## src/rtl/wb_host_ctrl.sv

```systemverilog
// ============================================================================
// wb_host_ctrl : single-transaction Wishbone host with retry and timeout
// Revision     : 1.0  initial release
// ============================================================================
`default_nettype none

module wb_host_ctrl #(
    parameter int DW           = 32,
    parameter int AW           = 32,
    parameter int PRE_OP_DELAY = 1,
    parameter int TIMEOUT      = 1024,
    parameter int MAX_RETRY    = 3,
    parameter int RETRY_GAP    = 4
) (
    input  logic            clk,
    input  logic            rst,
    input  logic            cmd_valid,
    output logic            cmd_ready,
    input  logic            cmd_we,
    input  logic [AW-1:0]   cmd_adr,
    input  logic [DW-1:0]   cmd_wdata,
    input  logic [DW/8-1:0] cmd_sel,
    output logic            rsp_valid,
    output logic [DW-1:0]   rsp_rdata,
    output logic [1:0]      rsp_status,
    output logic [7:0]      rsp_retries,
    output logic            busy,
    output logic [AW-1:0]   adr_o,
    output logic [DW-1:0]   dat_o,
    input  logic [DW-1:0]   dat_i,
    output logic            cyc_o,
    output logic            stb_o,
    output logic            we_o,
    output logic [DW/8-1:0] sel_o,
    input  logic            ack_i,
    input  logic            err_i,
    input  logic            rty_i
);

    localparam int SW       = DW / 8;
    localparam int CNT_MAX0 = (PRE_OP_DELAY > TIMEOUT) ? PRE_OP_DELAY : TIMEOUT;
    localparam int CNT_MAX  = (CNT_MAX0 > RETRY_GAP) ? CNT_MAX0 : RETRY_GAP;
    localparam int CW       = (CNT_MAX < 2) ? 1 : $clog2(CNT_MAX);

    localparam logic [CW-1:0] C_DLY_LAST = CW'((PRE_OP_DELAY > 0) ? PRE_OP_DELAY - 1 : 0);
    localparam logic [CW-1:0] C_GAP_LAST = CW'((RETRY_GAP > 0) ? RETRY_GAP - 1 : 0);
    localparam logic [CW-1:0] C_TMO_LAST = CW'((TIMEOUT > 0) ? TIMEOUT - 1 : 0);
    localparam logic [7:0]    C_MAX_RETRY = 8'(MAX_RETRY);

    localparam logic [1:0] S_IDLE  = 2'd0;
    localparam logic [1:0] S_DELAY = 2'd1;
    localparam logic [1:0] S_BUS   = 2'd2;
    localparam logic [1:0] S_GAP   = 2'd3;

    logic [1:0]    r_state;
    logic [1:0]    w_next;
    logic [CW-1:0] r_cnt;
    logic [7:0]    r_retry;
    logic          r_we;
    logic [AW-1:0] r_adr;
    logic [DW-1:0] r_wdata;
    logic [SW-1:0] r_sel;

    logic w_accept, w_ack, w_err, w_rty, w_rty_more, w_rty_final, w_tmo, w_done;

    assign w_accept    = (r_state == S_IDLE) && cmd_valid && cmd_ready;
    assign w_ack       = (r_state == S_BUS) && ack_i;
    assign w_err       = (r_state == S_BUS) && !ack_i && err_i;
    assign w_rty       = (r_state == S_BUS) && !ack_i && !err_i && rty_i;
    assign w_rty_more  = w_rty && (r_retry != C_MAX_RETRY);
    assign w_rty_final = w_rty && (r_retry == C_MAX_RETRY);
    assign w_tmo       = (r_state == S_BUS) && (TIMEOUT > 0) && !ack_i && !err_i && !rty_i
                         && (r_cnt == C_TMO_LAST);
    assign w_done      = w_ack || w_err || w_rty_final || w_tmo;

    // State register, shared phase counter, retry count and latched command
    always_ff @(posedge clk or posedge rst) begin
        if (rst) begin
            r_state <= S_IDLE;
            r_cnt   <= '0;
            r_retry <= '0;
            r_we    <= 1'b0;
            r_adr   <= '0;
            r_wdata <= '0;
            r_sel   <= '0;
        end else begin
            r_state <= w_next;
            if ((w_next != r_state) || (r_state == S_IDLE))
                r_cnt <= '0;
            else if ((r_state != S_BUS) || (TIMEOUT > 0))
                r_cnt <= r_cnt + 1'b1;
            if (w_accept) begin
                r_retry <= '0;
                r_we    <= cmd_we;
                r_adr   <= cmd_adr;
                r_wdata <= cmd_wdata;
                r_sel   <= cmd_sel;
            end else if (w_rty_more) begin
                r_retry <= r_retry + 8'd1;
            end
        end
    end

    always_comb begin
        w_next = r_state;
        case (r_state)
            S_IDLE:  if (w_accept) w_next = (PRE_OP_DELAY > 0) ? S_DELAY : S_BUS;
            S_DELAY: if (r_cnt == C_DLY_LAST) w_next = S_BUS;
            S_BUS:   if (w_rty_more) w_next = S_GAP;
                     else if (w_done) w_next = S_IDLE;
            S_GAP:   if (r_cnt == C_GAP_LAST) w_next = S_BUS;
            default: w_next = S_IDLE;
        endcase
    end

    // Next values of the registered outputs; the accept edge bypasses the latch
    logic          w_cmd_we, w_bus;
    logic [AW-1:0] w_cmd_adr, w_adr_n;
    logic [DW-1:0] w_cmd_wdata, w_dat_n, w_rdata_n;
    logic [SW-1:0] w_cmd_sel, w_sel_n;
    logic [1:0]    w_status_n;
    logic [7:0]    w_retries_n;

    always_comb begin
        w_cmd_we    = w_accept ? cmd_we    : r_we;
        w_cmd_adr   = w_accept ? cmd_adr   : r_adr;
        w_cmd_wdata = w_accept ? cmd_wdata : r_wdata;
        w_cmd_sel   = w_accept ? cmd_sel   : r_sel;
        w_bus       = (w_next == S_BUS);
        w_sel_n     = w_bus ? w_cmd_sel : '0;
        w_adr_n     = w_bus ? w_cmd_adr : adr_o;
        w_dat_n     = w_bus ? (w_cmd_we ? w_cmd_wdata : '0) : dat_o;
        w_rdata_n   = rsp_rdata;
        w_status_n  = rsp_status;
        w_retries_n = w_done ? r_retry : rsp_retries;
        if (w_ack) begin
            w_status_n = 2'b00;
            if (!r_we) w_rdata_n = dat_i;
        end else if (w_err) begin
            w_status_n = 2'b01;
        end else if (w_rty_final) begin
            w_status_n = 2'b10;
        end else if (w_tmo) begin
            w_status_n = 2'b11;
        end
    end

    always_ff @(posedge clk or posedge rst) begin
        if (rst) begin
            cmd_ready   <= 1'b0;
            rsp_valid   <= 1'b0;
            rsp_rdata   <= '0;
            rsp_status  <= 2'b00;
            rsp_retries <= '0;
            busy        <= 1'b0;
            adr_o       <= '0;
            dat_o       <= '0;
            cyc_o       <= 1'b0;
            stb_o       <= 1'b0;
            we_o        <= 1'b0;
            sel_o       <= '0;
        end else begin
            cmd_ready   <= (w_next == S_IDLE);
            rsp_valid   <= w_done;
            rsp_rdata   <= w_rdata_n;
            rsp_status  <= w_status_n;
            rsp_retries <= w_retries_n;
            busy        <= (w_next != S_IDLE);
            adr_o       <= w_adr_n;
            dat_o       <= w_dat_n;
            cyc_o       <= w_bus;
            stb_o       <= w_bus;
            we_o        <= w_bus && w_cmd_we;
            sel_o       <= w_sel_n;
        end
    end

endmodule

`default_nettype wire

```

## config.mk

```make
export PLATFORM = sky130hd
export DESIGN_NAME = wb_host_ctrl
export DESIGN_NICKNAME = d
export VERILOG_FILES = /design/src/rtl/wb_host_ctrl.sv
export SDC_FILE = /design/constraint.sdc
export NUM_CORES = 1
export LEC_CHECK = 0
export CAP_MARGIN = 20
export CORE_MARGIN = 1.5
export CORE_UTILIZATION = 40
export CTS_CLUSTER_DIAMETER = 60
export CTS_CLUSTER_SIZE = 40
export DETAILED_ROUTE_END_ITERATION = 10
export PLACE_DENSITY = 0.79
export RECOVER_POWER = 50
export SETUP_SLACK_MARGIN = 0.3
export SLEW_MARGIN = 10
export SYNTH_ARGS = -nofsm -noshare
export SYNTH_HDL_FRONTEND = slang
export SYNTH_SLANG_ARGS = --single-unit
```

## constraint.sdc

```tcl
create_clock -name clk -period 8.51 [get_ports clk]
set_input_delay 1.702 -clock clk [delete_from_list [all_inputs] [get_ports clk]]
set_output_delay 1.702 -clock clk [all_outputs]
set_load 0.005 [all_outputs]
```

Word level (Yosys, flattened, before mapping)
Cells that the tools add are included.
Widths: inputs -> output; s select.
Cells by class
  bitwise operators: 1
  reductions and logical operators: 26
  equality and inequality tests: 9
  muxes and demuxes: 19
  $add $sub $neg: 2
Operator list (number)
  $mux 32: 3
  $mux 2: 9
  $mux 8: 2
  $logic_and 1x1->1: 12
  $add 10x1->10 const B: 1
  $eq 10x10->1 const B: 1
  $eq 10x2->1 const B: 1
  $logic_not 10->1: 1
  $mux 10: 1
  $add 8x1->8 const B: 1
  $eq 8x2->1 const B: 1
  $mux 4: 2
  $ne 8x2->1 const B: 1
  $pmux 2 s4: 1
  $eq 2x2->1 const B: 3
  $logic_not 2->1: 2
  $logic_or 1x1->1: 4
  $reduce_bool 2->1: 2
  $reduce_bool 4->1: 1
  $logic_not 1->1: 3
  $eq 2x1->1 const B: 1
  $ne 2x2->1: 1
  $reduce_and 2->1: 1
  $mux 1: 1
  $not 1->1: 1
Storage, ports and cells
  output and inout port bits: 116
  register bits after elaboration: 204

Depth between registers and ports, before layout
Gate-level depths: netlist of run 1.
  word-level depth: 13
  gate-level depth with buffers: 7
  gate-level depth less buffers: 5

Worst setup path after synthesis of run 1
OpenSTA, ideal clock, no wires.
  path kind: input to register
  from: in ack_i
  to: reg rsp_retries[0]
  path slack: 5.108 ns
  arrival time: 3.277 ns
  cell stages on the path: 5
  buffers on the path: 1
  data required time: 8.385 ns
  library setup time: 0.125 ns
  cell sequence: or3b_2 -> or4_1 -> o21ai_2 -> buf_6 -> mux2_2
Between the ends
  longest elaborated chain between the ends: 7
RTL lines
  from (decl): line 35  | input logic ack_i,
  $logic_not 1->1: line 68, 69, 72
  $logic_and 1x1->1: line 68, 69, 72
  $logic_and 1x1->1: line 69, 72
  $logic_and 1x1->1: line 69  | assign w_rty = (r_state == S_BUS) && !ack_i && !err_i && rty_i;
  $logic_and 1x1->1: line 71  | assign w_rty_final = w_rty && (r_retry == C_MAX_RETRY);
  $logic_or 1x1->1: line 74  | assign w_done = w_ack || w_err || w_rty_final || w_tmo;
  $logic_or 1x1->1 (*): line 74
  named net w_done: line 64  | logic w_accept, w_ack, w_err, w_rty, w_rty_more, w_rty_final, w_tmo, w_done;
  to (signal assigned): line 167  | rsp_retries <= w_retries_n;
  to (decl): line 26  | output logic [7:0] rsp_retries,
Mark *: on every way through the listed nets, which the timed path passes. The rest lies on a longest branch.
A chain may end at the register's enable or synchronous reset.

Worst setup path after layout of run 1
  from: in cmd_valid
  to: reg adr_o[25]
RTL lines
  from (decl): line 17  | input logic cmd_valid,
  $logic_and 1x1->1 (2 in series): line 66  | assign w_accept = (r_state == S_IDLE) && cmd_valid && cmd_ready;
  $mux 32
  named net w_cmd_adr[25]: line 118  | logic [AW-1:0] w_cmd_adr, w_adr_n;
  to (signal assigned): line 169  | adr_o <= w_adr_n;
  to (decl): line 28  | output logic [AW-1:0] adr_o,
The timed path passes the listed nets, and every way through them passes these cells.

==> results of run 1 <==
[placed cells by master (no fill, tap or decap), drive strengths merged, types with 3 or more instances in the layout]
cell,netlist,routed
clkdlybuf4s50,0,150
xnor2,6,6
o21ai,4,4
inv,41,45
clkbuf,6,18
buf,19,5
o31ai,3,3
mux2i,34,34
clkinv,0,7
mux2,140,140
nand2,5,5
nor2,40,40
dfrtp,204,204
xor2,5,5
dlygate4sd3,0,72
nand3,6,6
or3,3,3
ha,3,3
nor3,10,10
nand4,7,7
and2,8,8
[critical path, stage by stage]
cell and delay (ps):
dlygate4sd3_1 550, and4bb_1 1110, buf_4 830, mux2_2 420, mux2_1 290
[logic make-up (layout without fill, tap and decap cells)]
logic type	Yosys count	in the layout	share of synthesized area [%]
XOR/XNOR	11	11	1.14
AO/OA/AOI/OAI	23	23	2.39
AND/OR/NAND/NOR	93	93	5.95
adder cells (fa/ha/maj)	3	3	0.443
flip-flops	204	204	60.2
buffers and inverters	66	298	4.58
multiplexers	174	174	25.3
[routing by layer]
layer	vias up	track usage (%)	routed length, um
li1	2425	-	-
met1	2601	21.5	7570
met2	147	27.4	8600
met3	27	4.85	1390
met4	0	3.76	341
met5	-	0	0
[report_power, final]
group,internal (mW),switching (mW)
combinational,1.06,0.679
sequential,1.39,0.188
clock,0.427,0.398
total,2.88,1.27
[state kept, by name, summed over array words and instances (netlist names), 2 cells and up]
signal / flops
r_wdata: 32
r_sel: 4
sel_o: 4
r_adr: 32
r_retry: 8
adr_o: 32
rsp_rdata: 32
r_cnt: 10
rsp_status: 2
dat_o: 32
r_state: 2
rsp_retries: 8
[layout make-up]
class / count / area (um^2)
timing repair buffer: 228 / 2280
sequential: 204 / 5100
multi-input combinational: 304 / 3000
inverter: 41 / 161
tap: 275 / 344
clock inverter: 12 / 178
clock buffer: 17 / 425
fill: 1781 / 9390
[worst min path at each step]
stage	to	cells past startpoint	startpoint
after floorplan	r_wdata[0]$_DFF_PP0_	2	r_wdata[0]$_DFF_PP0_
after global routing	r_wdata[28]$_DFF_PP0_	2	r_wdata[28]$_DFF_PP0_
after detailed placement	r_wdata[12]$_DFF_PP0_	2	r_wdata[12]$_DFF_PP0_
after CTS	r_wdata[7]$_DFF_PP0_	2	r_wdata[7]$_DFF_PP0_
after global placement	r_wdata[18]$_DFF_PP0_	2	r_wdata[18]$_DFF_PP0_
final	r_wdata[3]$_DFF_PP0_	2	r_wdata[3]$_DFF_PP0_
[stage by stage]
step,setup WS (ps),utilization (%)
5_1_grt,3710,55.0
4_1_cts,4390,55.1
2_1_floorplan,1240,-
6_report,3960,55.0
3_3_place_gp,3960,52.0
3_5_place_dp,3870,52.2
==> summary.md, run 1 <==
| Metric | Value |
|---|---|
| R2r setup slk | about 5100 ps |
| IO Pins | 223 |
| Grt ovf | 0 |
| Count leader, synth | dfrtp_1 |
| Leak Pwr | 5.15 nW |
| Clk sink count | ~200 |
| Fin area | 11,500 um^2 |
| Hold_ws | 478 ps |
| Chip height | 149 um |
| DR WL/cell | 16.6 um |
| Post-synth ARST share | 100% |
| Most common library cells after synthesis | dfrtp_1, mux2_2, mux2_4, inv_1, nor2_1 |
| Fin Setup TNS | 0 ps |
| Initial drt markers | 162 |
| Drc violations | 0 |
| Clock transition at path regs | around 90 ps |
| Skew final | 14.0 ps |
| Crit path DAT | 4930 ps |
| Minimum clock period | approximately 4600 ps |
| R2r endpoint | adr_o[25]$_DFFE_PP0P_ |
| DR vias/cell | 4.81 |
| Post-DP Area | 10,900 um^2 |
| Slew of the pin with the lowest slew margin | 1780 ps |
| Final setup fails | 0 |
| Syn Std Cell Area | 8480 um^2 |
| Top cells by area, synth | dfrtp_1, mux2_4, mux2_2 |
| Outcome | complete, but fails checks |
| First-pass GRT wire length | 29,100 um |
| Worst r2r src | r_state[1]$_DFF_PP0_ |
| Routability cong. | 0.771 |
| Vias in the first global route | around 5,500 |
| Hold_buf cts | 0 |
| Die area | 22,100 um^2 |
| Detail Placement HPWL | 12,100 um |
| PnR Total Power | ~4.1 mW |
| Clock latency on the worst-skew pair | 490 ps |
| Area leader, netlist | dfrtp_1 |
| Worst slew margin | -18.8% |
| Layout Nets | 906 |
| Crit path kind | input pin to flop |
| DR vias | 5,200 |
| Hold Crit Class | flop to flop |
| Core area | 20,900 um^2 |
| CTS tree | done |
| Failing checks | max-capacitance violations, max-slew violations |
| Mean area per synthesized cell | 14.8 um^2 |
| Crit end category | flop |
| CTS root buffer | clkbuf_16 |
| PortBufs | around 220 |
| Largest net degree at the start of global routing | between 100 and 150 |
| Post-CTS Resized | 0 |
| Initial antenna violation count | 0 |
| Max Cap Violations | 1 |
| Pwr Density | around 360 nW/um^2 |
| Die width | 149 um |
| Fmax | ~0.22 GHz |
| Final non-filler cell total | roughly 1,100 |
| Fraction of layout instances using a drive strength above 1 | between 20% and 30% |
| Final period utilization | 53.5% |
| Initial DRT Pass Iterations | 4 |
| Number of synthesized flops with an enable pin | 0 |
| Peak VDD IR | 228 uV |
| Part of the Yosys area used for sequential elements | 60.2% |
| Unrepaired setup endpoints after global routing | no |
| Yosys cell types | 47 |
| Critical Path Source Type | input pin |
| Total number of yosys warnings | 0 |
| Final hold vios | 0 |
| Register bit total from synthesis | 204 |
| Area Growth Syn to Fin | 35.6% |
| Yosys top cell area share | 60.2% |
| Post-Synthesis Net Count | 684 |
| CTS Buf Count | 17 |
| Critical Path RT | 8890 ps |
| DRT antenna net count | 0 |
| Predominant post-synthesis flop cell | dfrtp_1 |
| Routed WL | 17,900 um |
| CP Launch Point | cmd_valid |
| Crit path max fanout | 52 |
| Crit path to | adr_o[25]$_DFFE_PP0P_ |
| Syn Inst Count | about 570 |
| Longest Clk Path Bufs | 3 |
| Row Count | between 50 and 60 |
| # diodes | 0 |
| Reg2reg path depth | 4 |
| Setup repair bufs after CTS | 0 |
| Total GRT Usage | approximately 17% |
| H-tree depth | 1 |
| Slew Limit Fails | 33 |
| Initial Util | between 40% and 50% |
| Placed Instances | 1,052 |
Note: power is estimated with default switching activity, not from simulation.
==> inputs of run 2 (changes only) <==
--- a/config.mk
+++ b/config.mk
@@ -11,7 +11,7 @@
 export CTS_CLUSTER_DIAMETER = 60
 export CTS_CLUSTER_SIZE = 40
 export DETAILED_ROUTE_END_ITERATION = 10
-export PLACE_DENSITY = 0.79
+export PLACE_DENSITY = 0.81
 export RECOVER_POWER = 50
 export SETUP_SLACK_MARGIN = 0.3
 export SLEW_MARGIN = 10
==> constraint.sdc (replaced) <==
create_clock -name clk -period 4 [get_ports clk]
set_input_delay 0.8 -clock clk [delete_from_list [all_inputs] [get_ports clk]]
set_output_delay 0.8 -clock clk [all_outputs]
set_load 0.005 [all_outputs]
==> summary.md, run 2 (synthesis results as in run 1) <==
| Metric | Value |
|---|---|
| Top Usage Layer GRT | met2 |
| Fin Setup TNS | 0 ps |
| Outcome | complete, but fails checks |
| Post-CTS Resized | 0 |
| Comb power frac | 43.1% |
| Slew Limit Fails | 70 |
| Hold_buf cts | 0 |
| DR vias/cell | 4.78 |
| Chip height | 149 um |
| Final period utilization | roughly three quarters |
| DR vias | 5,189 |
| Failing checks | max-capacitance violations, max-slew violations |
| Peak VDD IR | 405 uV |
| Layout fillers | 1,743 |
| Layout Nets | 911 |
| Commonest non-fill, non-tap cell in the layout | dfrtp_1 |
| Clock transition at path regs | 80 ps |
| Row Count | 53 |
| Crit path DAT | 3210 ps |
| Met2 Use GR | between 20 and 30% |
| Skew final | 10.7 ps |
| Fmax | between 0.3 and 0.4 GHz |
| Met1 GRT Util | approximately a fifth |
| Pwr Density | slightly below 800 nW/um^2 |
| Hold_ws | approximately 480 ps |
| Largest net degree at the start of global routing | 70 |
| First-pass GRT wire length | 29,000 um |
| Grt ovf | 0 |
| PortBufs | approximately 220 |
| Crit end category | async pin |
| Routed WL | 18,200 um |
| Final worst setup slack | 1070 ps |
| Die area | 22,100 um^2 |
| Unrepaired setup endpoints after global routing | no |
| Initial DRT Pass Iterations | 4 |
| Area Growth Syn to Fin | 36.2% |
| Grt met3 use | 4.60% |
| CTS root buffer | clkbuf_16 |
| IO Pins | approximately 220 |
| Total GRT Usage | 16.6% |
| PnR Total Power | 8.92 mW |
| Final setup fails | 0 |
| Clock latency on the worst-skew pair | roughly 480 ps |
| Initial drt markers | 163 |
| Sw Pwr | 2.70 mW |
| # diodes | 0 |
| Core area | 20,900 um^2 |
| Fraction of layout instances using a drive strength above 1 | approximately a fifth |
| Sw Share | between 30% and 40% |
| CTS tree | done |
| Routability cong. | 0.751 |
| Worst slew margin | -11.1% |
| CTS Buf Count | 16 |
| Clock power share | 19.1% |
| DRT antenna net count | 0 |
| Critical Path RT | 4280 ps |
| H-tree depth | 1 |
| Sequential share of power | 37.8% |
| Longest Clk Path Bufs | 3 |
| Most frequent cells in the layout | dfrtp_1, clkdlybuf4s50_1, mux2_2, mux2_4, inv_1 |
| Die width | 149 um |
| Minimum clock period | 2930 ps |
| Hold Crit Class | flop to flop |
| Crit path max fanout | 69 |
| Vias in the first global route | between 5,000 and 6,000 |
| Drc violations | 0 |
| Initial antenna violation count | 0 |
| Setup repair bufs after CTS | 0 |
| Critical Path Source Type | input pin |
| Max Cap Violations | 2 |
| Internal power | 6.22 mW |
| Clk sink count | 204 |
| Slew of the pin with the lowest slew margin | 1670 ps |
| Final hold vios | 0 |
| Detail Placement HPWL | 12,500 um |
| Initial Util | 40.6% |
| Crit path kind | input pin to async pin |
| Post-placement setup slack | 802 ps |
| Leak Pwr | just over 5 nW |
| DR WL/cell | between 15 and 20 um |
run 2: per-stage QoR:
step,instance area [um^2],util (%),instances
4_1_cts,11600,55.4,1085
3_3_place_gp,11000,52.7,1057
5_1_grt,11500,55.3,1086
2_1_floorplan,8480,-,574
3_5_place_dp,11000,52.7,1057
6_report,11500,55.3,1086
run 2: worst paths after layout:
kind,endpoint,cells after the start,slack [ps],from
hold reg to reg,r_wdata[30]$_DFF_PP0_,2,480,r_wdata[30]$_DFF_PP0_
hold / removal,r_wdata[30]$_DFF_PP0_,2,480,r_wdata[30]$_DFF_PP0_
min in group asynchronous,dat_o[19]$_DFFE_PP0P_,2,890,rst
setup reg to reg,adr_o[25]$_DFFE_PP0P_,5,1410,r_cnt[6]$_DFF_PP0_
setup / recovery,r_wdata[0]$_DFF_PP0_,3,1070,rst
max in group clk,rsp_retries[1]$_DFFE_PP0P_,5,1270,rty_i
run 2: worst max-delay path, stage by stage:
cell,delay [ps]
dlygate4sd3_1,540
clkinvlp_2,510
clkbuf_2,1330
run 2: routing by layer:
| metal | routed length, um | up-vias |
|---|---|---|
| met2 | 8890 | 173 |
| met3 | 1360 | 26 |
| met5 | 0 | - |
| li1 | - | 2414 |
| met4 | 361 | 0 |
| met1 | 7580 | 2576 |
run 2: power by group through the flow:
stage                     registers, mW  logic (mW)  clock network (mW)
final                              3.37        3.85                1.71
after CTS                          3.39        4.00                1.77
after detailed placement           3.41        3.99                   0
after global placement             3.38        3.88                   0
after floorplan                    3.37        2.46                   0
after global routing               3.47        4.17                1.85
run 2: cell type report:
class                   instances  area (um^2)  share of cell area [%]
well taps                     275          344                    2.98
clock inverters                11          150                    1.30
inverters                      41          155                    1.34
repair buffers                234         2370                    20.5
multi-input cells             304         3000                    26.0
clock buffers                  17          425                    3.68
flip-flops and latches        204         5100                    44.2
==> inputs of run 3 (changes only) <==
==> constraint.sdc (replaced) <==
create_clock -name clk -period 2.6 [get_ports clk]
set_input_delay 0.52 -clock clk [delete_from_list [all_inputs] [get_ports clk]]
set_output_delay 0.52 -clock clk [all_outputs]
set_load 0.005 [all_outputs]
==> summary.md, run 3 (synthesis results as in run 1) <==
| Metric | Value |
|---|---|
| Outcome | finished, final reports clean |
| Internal power | 10.2 mW |
| Initial Util | ~40% |
| Unrepaired setup endpoints after global routing | no |
| # diodes | 0 |
| Detail Placement HPWL | 12,800 um |
| IO Pins | 223 |
| Core area | 20,900 um^2 |
| Slew Limit Fails | 0 |
| CTS tree | done |
| Post-DP Area | roughly 11,000 um^2 |
| Commonest non-fill, non-tap cell in the layout | clkdlybuf4s50_1 |
| Drc violations | 0 |
| Skew final | about 25 ps |
| Hold_buf cts | 0 |
| Vias in the first global route | 5,605 |
| Final setup fails | 0 |
| H-tree depth | 1 |
| Uppermost layer routed | met4 |
| Critical Path RT | 2970 ps |
| Area Growth Syn to Fin | 40.2% |
| CTS root buffer | clkbuf_16 |
| Clk sink count | between 200 and 250 |
| Clock latency on the worst-skew pair | 490 ps |
| Clock transition at path regs | 80 ps |
| Die area | 22,100 um^2 |
| Comb power frac | 43.7% |
| Initial drt markers | 205 |
| Layout Nets | 937 |
| Largest net degree at the start of global routing | 69 |
| Longest Clk Path Bufs | 3 |
| Fin area | approximately 12,000 um^2 |
| CTS Buf Count | 18 |
| Crit path DAT | 2650 ps |
| Die width | around 150 um |
| CP Cell Sequence | ha_1, or4b_1, or4_4, o21ai_2, mux2_2 |
| DRT antenna net count | 0 |
| Total GRT Usage | 16.6% |
| Crit path max fanout | 4 |
| Met3 WL | 1260 um |
| Chip height | 149 um |
| Crit end category | flop |
| Hold Crit Class | flop to flop |
| Peak VDD IR | just over 700 uV |
| Critical Path Source Type | flop |
| Slew of the pin with the lowest slew margin | 975 ps |
| DR vias/cell | around 4.8 |
| Hold_ws | 479 ps |
| Fmax | 0.439 GHz |
| Sw Share | 29.3% |
| Clock power share | 20.4% |
| First-pass GRT wire length | 29,400 um |
| PnR Total Power | 14.4 mW |
| Crit path kind | flop to flop |
| DR WL/cell | 16.6 um |
| Worst slew margin | between 30% and 40% |
| Sw Pwr | 4.23 mW |
| Fraction of layout instances using a drive strength above 1 | 24.5% |
| Pwr Density | 1220 nW/um^2 |
| Met1 WL | between 7000 and 8000 um |
| Met2 wire len | 8930 um |
| Most frequent cells in the layout | clkdlybuf4s50_1, dfrtp_1, mux2_2, mux2_4, inv_1 |
| Initial antenna violation count | 0 |
| DR vias | about 5,300 |
| PortBufs | ~220 |
| CP max stage delay | 550 ps |
| Minimum clock period | 2280 ps |
| Max Cap Violations | 0 |
| Row Count | 53 |
| Routability cong. | 0.772 |
| Final hold vios | 0 |
| Crit-path slowest cell | or4_4 |
| Initial DRT Pass Iterations | 4 |
| Leak Pwr | 5.26 nW |
| Grt ovf | 0 |
| Routed WL | 18,500 um |
| Final period utilization | 87.6% |
| Sequential share of power | roughly 36% |
run 3: changes by cell type in the layout (fill, tap and decap cells not counted), sizes merged:
cell	delta
clkbuf	+2
buf	+23
bufinv	+2
clkdlybuf4s50	+33
clkinv	-1
o21ai	+1
dlygate4sd3	-33
run 3: timing repair:
item	CTS	global route
resized for setup	3	4
setup endpoints to repair	27	69
buffers inserted	2	4
gates cloned	1	0
pin swaps	2	2
run 3: critical path: cells and delay by family (launching register included):
kind,cells,cell delay (ps)
adder cells (fa/ha/maj),1,210
multiplexers,1,360
AND/OR/NAND/NOR,2,1070
flip-flops,1,380
AO/OA/AOI/OAI,1,140
run 3: through the flow:
stage	util [%]	setup slack, ps	TNS (ps)	instances
after floorplan	-	-564	-115110	574
after global placement	53.6	-90.7	-720	1075
after detailed placement	53.6	-124	-960	1075
after CTS	56.9	308	0	1109
after global routing	56.9	237	0	1113
final	56.9	323	0	1113
run 3: cell type report:
cell class	instances	area, um^2
well taps	275	344
clock inverters	12	180
clock buffers	19	475
fillers	1690	9000
inverters	41	155
flip-flops and latches	204	5100
multi-input cells	305	3020
repair buffers	257	2600
run 3: worst paths after layout:
path,start,to,slack [ps],depth (start not counted)
setup / recovery,r_retry[1]$_DFFE_PP0P_,rsp_retries[4]$_DFFE_PP0P_,320,5
hold / removal,r_wdata[29]$_DFF_PP0_,r_wdata[29]$_DFF_PP0_,480,2
setup reg to reg,r_retry[1]$_DFFE_PP0P_,rsp_retries[4]$_DFFE_PP0P_,320,5
hold reg to reg,r_wdata[29]$_DFF_PP0_,r_wdata[29]$_DFF_PP0_,480,2
max in group asynchronous,rst,adr_o[8]$_DFFE_PP0P_,590,3
min in group asynchronous,rst,we_o$_DFF_PP0_,570,2
run 3: power groups by stage:
stage          clock network (mW)  registers, mW  logic (mW)
2_1_floorplan                   0           5.18        3.78
3_3_place_gp                    0           5.20        6.20
3_5_place_dp                    0           5.24        6.37
4_1_cts                      3.04           5.21        6.44
5_1_grt                      3.17           5.34        6.79
6_report                     2.94           5.19        6.31
run 3: metal layers:
| metal | global-route usage [%] | vias to the layer above |
|---|---|---|
| met3 | 4.48 | 22 |
| met1 | 22.0 | 2659 |
| met2 | 27.4 | 150 |
| met4 | 3.32 | 0 |
| met5 | 0 | - |
| li1 | - | 2474 |
